### src/rtl/dma_ring_engine.sv
// rtl/dma_ring_engine.sv - ring-to-ring DMA copy engine through an external show-ahead FIFO
module dma_ring_engine #(
  parameter int DATA_WIDTH  = 32,
  parameter int BURST_BEATS = 8,
  parameter int RING_BYTES  = 65536
) (
  input  logic                  clk,
  input  logic                  rst_n,
  input  logic [31:0]           reg_wr_data,
  input  logic [5:0]            reg_wr_en,
  output logic [31:0]           src_base,
  output logic [31:0]           dest_base,
  output logic [31:0]           tail_ptr,
  output logic [31:0]           head_ptr,
  output logic [31:0]           dma_size,
  output logic [31:0]           ctrl_stat,
  output logic                  intr,
  output logic [31:0]           rd_req_addr,
  output logic [7:0]            rd_req_len,
  output logic                  rd_req_valid,
  input  logic                  rd_req_ready,
  input  logic [DATA_WIDTH-1:0] rd_rdata,
  input  logic                  rd_valid,
  input  logic                  rd_last,
  output logic                  rd_ready,
  output logic [31:0]           wr_req_addr,
  output logic [7:0]            wr_req_len,
  output logic                  wr_req_valid,
  input  logic                  wr_req_ready,
  output logic [DATA_WIDTH-1:0] wr_data,
  output logic                  wr_valid,
  output logic                  wr_last,
  input  logic                  wr_ready,
  output logic [DATA_WIDTH-1:0] fifo_wdata,
  output logic                  fifo_wen,
  output logic                  fifo_rden,
  input  logic [DATA_WIDTH-1:0] fifo_rdata,
  input  logic                  fifo_is_empty,
  input  logic                  fifo_is_full
);

  localparam int          BB        = DATA_WIDTH / 8;
  localparam int          LBB       = $clog2(BB);
  localparam logic [31:0] RING_MASK = 32'(RING_BYTES - 1);
  localparam logic [31:0] MAX_BEATS = 32'(BURST_BEATS);

  typedef enum logic [2:0] {IDLE, RREQ, RDAT, WREQ, WDAT} state_t;
  state_t state, state_nxt;

  logic [31:0] s_l, d_l, t_l, off, rem;
  logic [7:0]  cnt;
  logic [31:0] n, n_bytes, ring_off, ctrl_set;
  logic        start, last_beat, final_done, err_set;

  assign start      = ctrl_stat[0] && (head_ptr != tail_ptr) && (dma_size[31:LBB] != '0);
  assign n          = (rem > MAX_BEATS) ? MAX_BEATS : rem;
  assign n_bytes    = n << LBB;
  assign ring_off   = (t_l + off) & RING_MASK;
  assign last_beat  = fifo_rden && (cnt == n[7:0] - 8'd1);
  assign final_done = last_beat && (rem == n);
  assign err_set    = (fifo_wen && fifo_is_full) || (fifo_rden && fifo_is_empty);
  assign ctrl_set   = {final_done, err_set, 30'h0};
  assign intr       = ctrl_stat[31] & ctrl_stat[1];

  always_ff @(posedge clk) begin
    if (!rst_n) state <= IDLE;
    else        state <= state_nxt;
  end

  always_comb begin
    state_nxt = state;
    case (state)
      IDLE:    if (start) state_nxt = RREQ;
      RREQ:    if (rd_req_ready) state_nxt = RDAT;
      RDAT:    if (fifo_wen && rd_last) state_nxt = WREQ;
      WREQ:    if (wr_req_ready) state_nxt = WDAT;
      WDAT:    if (last_beat) state_nxt = final_done ? IDLE : RREQ;
      default: state_nxt = IDLE;
    endcase
  end

  always_comb begin
    rd_req_valid = (state == RREQ);
    wr_req_valid = (state == WREQ);
    rd_req_addr  = s_l + ring_off;
    wr_req_addr  = d_l + ring_off;
    rd_req_len   = (state == IDLE) ? 8'h0 : n[7:0] - 8'd1;
    wr_req_len   = rd_req_len;
    rd_ready     = (state == RDAT) && !fifo_is_full;
    fifo_wen     = rd_valid && rd_ready;
    fifo_wdata   = (state == RDAT) ? rd_rdata : '0;
    wr_valid     = (state == WDAT) && !fifo_is_empty;
    wr_data      = (state == WDAT) ? fifo_rdata : '0;
    fifo_rden    = wr_valid && wr_ready;
    wr_last      = wr_valid && (cnt == n[7:0] - 8'd1);
  end

  always_ff @(posedge clk) begin
    if (!rst_n) begin
      src_base  <= '0;
      dest_base <= '0;
      tail_ptr  <= '0;
      head_ptr  <= '0;
      dma_size  <= '0;
      ctrl_stat <= '0;
      s_l       <= '0;
      d_l       <= '0;
      t_l       <= '0;
      off       <= '0;
      rem       <= '0;
      cnt       <= '0;
    end else begin
      // Working copies isolate the running sub-buffer from CPU register writes.
      if (state == IDLE && start) begin
        s_l <= src_base;
        d_l <= dest_base;
        t_l <= tail_ptr;
        off <= '0;
        rem <= dma_size >> LBB;
        cnt <= '0;
      end
      if (fifo_rden) begin
        if (last_beat) begin
          cnt <= '0;
          off <= off + n_bytes;
          rem <= rem - n;
        end else begin
          cnt <= cnt + 8'd1;
        end
      end
      // off + n_bytes on the final burst equals the whole sub-buffer length.
      if (final_done) tail_ptr <= (t_l + off + n_bytes) & RING_MASK;
      case (reg_wr_en)
        6'b000001: src_base  <= reg_wr_data;
        6'b000010: dest_base <= reg_wr_data;
        6'b000100: tail_ptr  <= reg_wr_data;
        6'b001000: head_ptr  <= reg_wr_data;
        6'b010000: dma_size  <= reg_wr_data;
        default: ;
      endcase
      if (reg_wr_en == 6'b100000) ctrl_stat <= reg_wr_data | ctrl_set;
      else                        ctrl_stat <= ctrl_stat | ctrl_set;
    end
  end

endmodule

### config.mk
export PLATFORM = sky130hd
export DESIGN_NAME = dma_ring_engine
export DESIGN_NICKNAME = d
export VERILOG_FILES = /design/src/rtl/dma_ring_engine.sv
export SDC_FILE = /design/constraint.sdc
export NUM_CORES = 1
export LEC_CHECK = 0
export BUFFER_PORTS_ARGS = -buffer_cell sky130_fd_sc_hd__buf_4
export CORE_AREA = 2 2 200 202
export CTS_BUF_LIST = sky130_fd_sc_hd__clkbuf_4 sky130_fd_sc_hd__clkbuf_8
export CTS_CLUSTER_DIAMETER = 200
export DETAILED_ROUTE_END_ITERATION = 6
export DIE_AREA = 0 0 202 204
export PLACE_DENSITY = 0.69
export SLEW_MARGIN = 20
export SYNTH_ARGS = -nofsm -noshare
export SYNTH_HDL_FRONTEND = slang
export SYNTH_SLANG_ARGS = --single-unit
### constraint.sdc
create_clock -name clk -period 4.9 [get_ports clk]
set_clock_uncertainty 0.05 [all_clocks]
set_input_delay 0.735 -clock clk [delete_from_list [all_inputs] [get_ports clk]]
set_output_delay 0.735 -clock clk [all_outputs]
set_load 0.03 [all_outputs]
==> results of run 1 <==
registers in the layout, summed over array words and instances (netlist names), 32 cells and up:
register and count:
ctrl_stat 32, dest_base 32, d_l 32, rem 32, head_ptr 32, s_l 32
dma_size 32, tail_ptr 32, src_base 32
cells by family (layout without fill, tap and decap cells):
group                    after synthesis  in the layout
AND/OR/NAND/NOR                      980            980
AO/OA/AOI/OAI                        527            527
flip-flops                           331            331
buffers and inverters                166            704
XOR/XNOR                             125            125
adder cells (fa/ha/maj)               81             81
multiplexers                          32             32
other                                  2             19
final timing paths:
path / end / slack, ps
worst max-delay path: wr_req_addr[23] / -720
worst min-delay path: tail_ptr[30] / 350
worst max register to register: off[15] / 400
worst min register to register: ctrl_stat[30] / 410
stage by stage:
step | util [%] | setup WS, ps | total power, uW
after floorplan | - | -52.1 | 3710
after global placement | 56.0 | -472 | 4210
after detailed placement | 56.0 | -584 | 4220
after CTS | 60.8 | -652 | 6950
after global routing | 61.5 | -903 | 7170
final | 61.5 | -721 | 6930
layer usage:
| layer | track usage [%] | vias up | routed length [um] | part of all wire (%) |
|---|---|---|---|---|
| li1 | - | 8765 | - | - |
| met5 | 0 | - | 0 | 0 |
| met2 | 49.7 | 769 | 31100 | 46 |
| met3 | 5.47 | 144 | 5460 | 8.0 |
| met4 | 10.8 | 0 | 2490 | 3.7 |
| met1 | 43.1 | 8830 | 29000 | 43 |
cells in the final DEF (no fill, tap or decap), drive strengths merged, types with 32 or more instances in the layout:
cell type  synthesis  routed
o21ai             53      53
nand3             57      57
xor2              32      32
dfxtp            331     331
clkbuf           114      87
nor2             111     111
nand2            546     546
buf               24     577
nor3              41      41
xnor2             93      93
a21oi            333     333
ha                76      76
and2              45      45
and3              58      58
worst max-delay path: stages (launching register included):
cell	delay [ps]
dfxtp_2	340
ha_4	160
fa_2	360
a21o_1	180
a21oi_2	140
o21bai_1	90
a21o_1	190
a21oi_2	140
inv_1	80
a21oi_2	170
xnor2_2	170
ha_1	310
a211oi_2	240
nand2_1	110
nand2_1	110
a31oi_2	50
o41a_1	420
a41o_1	220
o21ba_4	260
nand4_1	200
xnor2_4	140
buf_6	150
timing repair:
item / 4_1_cts / 5_1_grt
gates cloned: 0 / 0
endpoints found under the setup margin: 46 / 47
gates resized for setup: 112 / 45
hold buffers: 0 / 0
setup buffers: 16 / 9
pin swaps: 51 / 27
area by class of cell:
| cell class | instances | area, sq um | share of cell area (%) |
|---|---|---|---|
| clock buffers | 87 | 1130 | 4.71 |
| clock inverters | 12 | 128 | 0.530 |
| inverters | 28 | 113 | 0.467 |
| multi-input cells | 1764 | 10900 | 45.2 |
| flip-flops and latches | 331 | 6630 | 27.5 |
| well taps | 525 | 657 | 2.73 |
| repair buffers | 577 | 4550 | 18.9 |
power by group through the flow:
stage / Combinational (uW) / Sequential, uW / Clock, uW
detailed placement: 1390 / 2830 / 0
CTS: 1400 / 2770 / 2780
finish: 1420 / 2780 / 2740
floorplan: 897 / 2810 / 0
global route: 1480 / 2780 / 2910
global placement: 1380 / 2830 / 0
==> run metrics, run 1 <==
synthesized area per cell 7.74 sq um; top cell type by total area after synthesis dfxtp_1; DRT antenna net count 0; Initial Util 44.3%; GR Util All Layers 31.4%; power per cell area 288 nW/um^2; max_slew headroom 32.3%; R2R depth 17; Unique masters post-synth 75; largest family of logic cells by synthesized area simple AND/OR/NAND/NOR gates; CTS tree built; Sw Pwr 2160 uW; Syn. warnings 0; post-synthesis cell area 17400 sq um; vias per inst 5.57; unrepaired setup endpoints after global routing yes; row count 73; Clk pwr share 39.5%; worst hold path class primary input to register; Area growth, synth to finish 38.7%; WHS 351 ps; post-synthesis adder-cell area fraction 6.05%; final slew viol count 0; Avg WL per Cell 20.5 um; crit path time final 5620 ps; layout cell share with drive strength beyond 1 29.5%; Synth top cells by count 546 x nand2_1, 331 x a21oi_1, 331 x dfxtp_1; fin crit share 115%; Mapped Cells 2244; CTS Buffer Depth 3; crit path launch off[0]; RR Startpoint rem[4]; worst-path fanout max 7; hold path cells 3; Synth Area in Compound Gates 17.7%; Seq/Total Area, Yosys 38.1%; I/O Buffers 454; most common cell in the netlist nand2_1; Final Hold Vio Count 0; Pleak 0.0108 uW; sequential power share 40.0%; CTS Buf Count 55; CTS Root Cell clkbuf_8; DR iter-0 viols 1776; Skew-Pair Late Insertion Delay 640 ps; CP Capture Type output pin; post-route cell area 24100 sq um; Fmax 178 MHz; Filler Cell Count 3441; Sum Neg Setup Slack -21320 ps; Max H-tree Level 2; Tightest Pin Transition 1020 ps; GPL Wtd Cong 0.972; drt first pass iters 6; clock sinks 331; post-synth top area share 38.1%; final worst slack -721 ps; Comb pwr share 20.4%; setup violators final 42; final HPWL from detailed placement 49.8 mm; mux share of post-synthesis cell area 1.86%; HP Start reg_wr_data[30]; vias in the first global route 17000; initial antenna violation count 0; outcome finished with violations; Die Y 204 um; largest net degree at the start of global routing 157; DR DRC count 0; Final Instance Count excl. Fillers 3324; die area 41200 sq um; asr flop ratio synth 0%; nets@finish 2949; IO Count 455; global-route wire length before repair 101 mm; Crit Path Category register to output pin; area of the core 39200 sq um; die width 202 um; Worst EP required 4120 ps; Synth area leaders dfxtp_1 38%, nand2_1 12%, a21oi_1 9.5%; Yosys reg bits 331; internal power 4770 uW; Crit path arrival time 4840 ps; global route overflow 0; dpl cells 3204; Max Cap Viol 0; post-synthesis xor/xnor area fraction 6.30%; Synth Flop Type dfxtp_1; clock transition at the registers of the reported paths 70 ps; violated checks negative setup slack; sw frac 31.1%; Cell Area, Placed 22000 sq um; simple-gate area share of the yosys netlist 26.0%; crit start category register; number of synthesized flops with an enable pin 0; DRT Wirelength 68.1 mm; Peak VDD IR 242 uV; # diodes 0; via count 18500
Note: power is estimated with default switching activity, not from simulation.
==> run 2: changes to the inputs <==
Settings changed: PLACE_DENSITY 0.69 to 0.72.
==> run metrics, run 2 (synthesis results as in run 1) <==
outcome finished with violations (unchanged); violated checks negative setup slack (unchanged); total power 7100 uW (was 6930 uW); DRT antenna net count 0 (unchanged); fin crit share 115% (about the same); CTS Root Cell clkbuf_8 (unchanged); Tightest Pin Transition 1170 ps (was 1020 ps); CP Capture Type output pin (unchanged); largest net degree at the start of global routing 182 (was 157); Die Y 204 um (unchanged); Sum Neg Setup Slack -20190 ps (was -21320 ps); reg2reg end rem[16] (was off[15]); Fmax 177 MHz (was 178 MHz); final slew viol count 0 (unchanged); nets@finish 2959 (was 2949); dpl cells 3210 (was 3204); cell family with most CP delay compound AO/OA/AOI/OAI gates (unchanged); global-route wire length before repair 102 mm (was 101 mm); layout cell share with drive strength beyond 1 30.4% (was 29.5%); R2R setup slack 190 ps (was 400 ps); # diodes 0 (unchanged); RR Startpoint rem[6] (was rem[4]); Filler Cell Count 3386 (was 3441); power per cell area 290 nW/um^2 (was 288 nW/um^2); vias in the first global route 17400 (was 17000); Max H-tree Level 2 (unchanged); die area 41200 sq um (unchanged); Peak VDD IR 284 uV (was 242 uV); worst path bufs/invs 2 (unchanged); HP Start reg_wr_data[19] (was reg_wr_data[30]); IO Count 455 (unchanged); GPL Wtd Cong 0.986 (was 0.972); Crit path arrival time 4850 ps (was 4840 ps); CTS Buf Count 55 (unchanged); worst hold path class primary input to register (unchanged); vias per inst 5.60 (was 5.57); Avg WL per Cell 20.8 um (was 20.5 um); Crit Path Category register to output pin (unchanged); max_slew headroom 21.6% (was 32.3%); hold path cells 3 (unchanged); CTS tree built (unchanged); DR DRC count 0 (unchanged); unrepaired setup endpoints after global routing yes (unchanged); commonest non-fill, non-tap cell in the layout buf_4 (was nand2_1); Initial Util 44.3% (unchanged); Pleak 0.0109 uW (was 0.0108 uW); WHS 345 ps (was 351 ps); final worst slack -736 ps (was -721 ps); Final Instance Count excl. Fillers 3337 (was 3324); Final Hold Vio Count 0 (unchanged); crit start category register (unchanged); CTS Buffer Depth 3 (unchanged); final HPWL from detailed placement 50.0 mm (was 49.8 mm); die width 202 um (unchanged); GR Util All Layers 31.8% (was 31.4%); Hold Path End ctrl_stat[19] (was tail_ptr[30]); area of the core 39200 sq um (unchanged); worst-path fanout max 8 (was 7); hold buffer count at cts 0 (unchanged); global route overflow 0 (unchanged); crit-path cells ha_4 -> fa_2 -> a21o_1 -> a21oi_2 -> o21bai_1 -> a21o_1 -> a21oi_2 -> inv_2 -> a21oi_4 -> xnor2_4 -> ha_4 -> a211oi_4 -> nand2_1 -> nand2_1 -> a31oi_2 -> o41a_1 -> a41o_1 -> o21ba_4 -> nand4_1 -> xnor2_4 -> buf_6 (was ha_4 -> fa_2 -> a21o_1 -> a21oi_2 -> o21bai_1 -> a21o_1 -> a21oi_2 -> inv_1 -> a21oi_2 -> xnor2_2 -> ha_1 -> a211oi_2 -> nand2_1 -> nand2_1 -> a31oi_2 -> o41a_1 -> a41o_1 -> o21ba_4 -> nand4_1 -> xnor2_4 -> buf_6); Area growth, synth to finish 40.7% (was 38.7%); I/O Buffers 454 (unchanged); drt first pass iters 6 (unchanged); R2R depth 18 (was 17); setup violators final 41 (was 42); clock sinks 331 (unchanged); slowest cell on the critical path o41a_1 (unchanged); clock transition at the registers of the reported paths 70 ps (about the same); commonest non-fill, non-tap cells in the layout 538 x buf_4, 537 x nand2_1, 326 x dfxtp_1 (was 536 x nand2_1, 527 x buf_4, 327 x dfxtp_1); Skew-Pair Late Insertion Delay 650 ps (was 640 ps); Max Cap Viol 0 (unchanged); Worst EP required 4120 ps (about the same); initial antenna violation count 0 (unchanged); crit path time final 5640 ps (was 5620 ps); DR iter-0 viols 1715 (was 1776); row count 73 (unchanged); CP max stage delay 380 ps (was 420 ps); DRT Wirelength 69.3 mm (was 68.1 mm); via count 18700 (was 18500)
-- run 2: layout make-up --
type | count | area (sq um) | area share, %
tap | 525 | 657 | 2.69
clock buffer | 86 | 1110 | 4.53
clock inverter | 16 | 226 | 0.926
inverter | 28 | 113 | 0.461
timing repair buffer | 587 | 4620 | 18.9
multi-input combinational | 1764 | 11100 | 45.4
sequential | 331 | 6630 | 27.1
-- run 2: routing by layer --
layer  up-vias  track usage [%]  share of wire, %
li1       8748                -                 -
met1      8909             41.5                41
met2       880             50.6                46
met3       163             6.86               8.7
met4         0             13.9               4.3
met5         -                0                 0
-- run 2: worst reg2reg max path, delay by kind of cell, from the launching register on --
family,cells,cell delay [ps]
simple gates,9,2690
compound gates,4,720
buf+inv,3,480
flops,1,330
fa+ha+maj,1,220
xor+xnor,1,150
-- run 2: where the power goes --
part / leakage (uW) / internal (uW) / total (uW) / switching (uW)
Sequential: 0.00267 / 2710 / 2780 / 62.5
Combinational: 0.00757 / 470 / 1400 / 929
Clock: 0.000701 / 1710 / 2920 / 1210
Total: 0.0109 / 4890 / 7100 / 2200
-- run 2: how the worst max path moves through the flow --
stage	startpoint	to	slack (ps)	cells past startpoint
2_1_floorplan	t_l[0]	wr_req_addr[22]	-50	19
3_3_place_gp	t_l[0]	wr_req_addr[30]	-360	21
3_5_place_dp	t_l[0]	wr_req_addr[23]	-460	21
4_1_cts	off[0]	wr_req_addr[23]	-650	21
5_1_grt	off[0]	wr_req_addr[23]	-880	21
6_report	off[0]	wr_req_addr[23]	-740	21
-- run 2: repair_timing --
item | 4_1_cts | 5_1_grt
buffers inserted | 19 | 16
resized for setup | 125 | 69
pin swaps | 56 | 45
endpoints found under the setup margin | 47 | 47
-- run 2: per-stage QoR --
step	util, %	setup slack [ps]	cell area (sq um)
floorplan	-	-52.1	17700
global placement	56.2	-356	22000
detailed placement	56.2	-458	22000
CTS	61.3	-649	24000
global route	62.4	-880	24400
finish	62.4	-736	24400
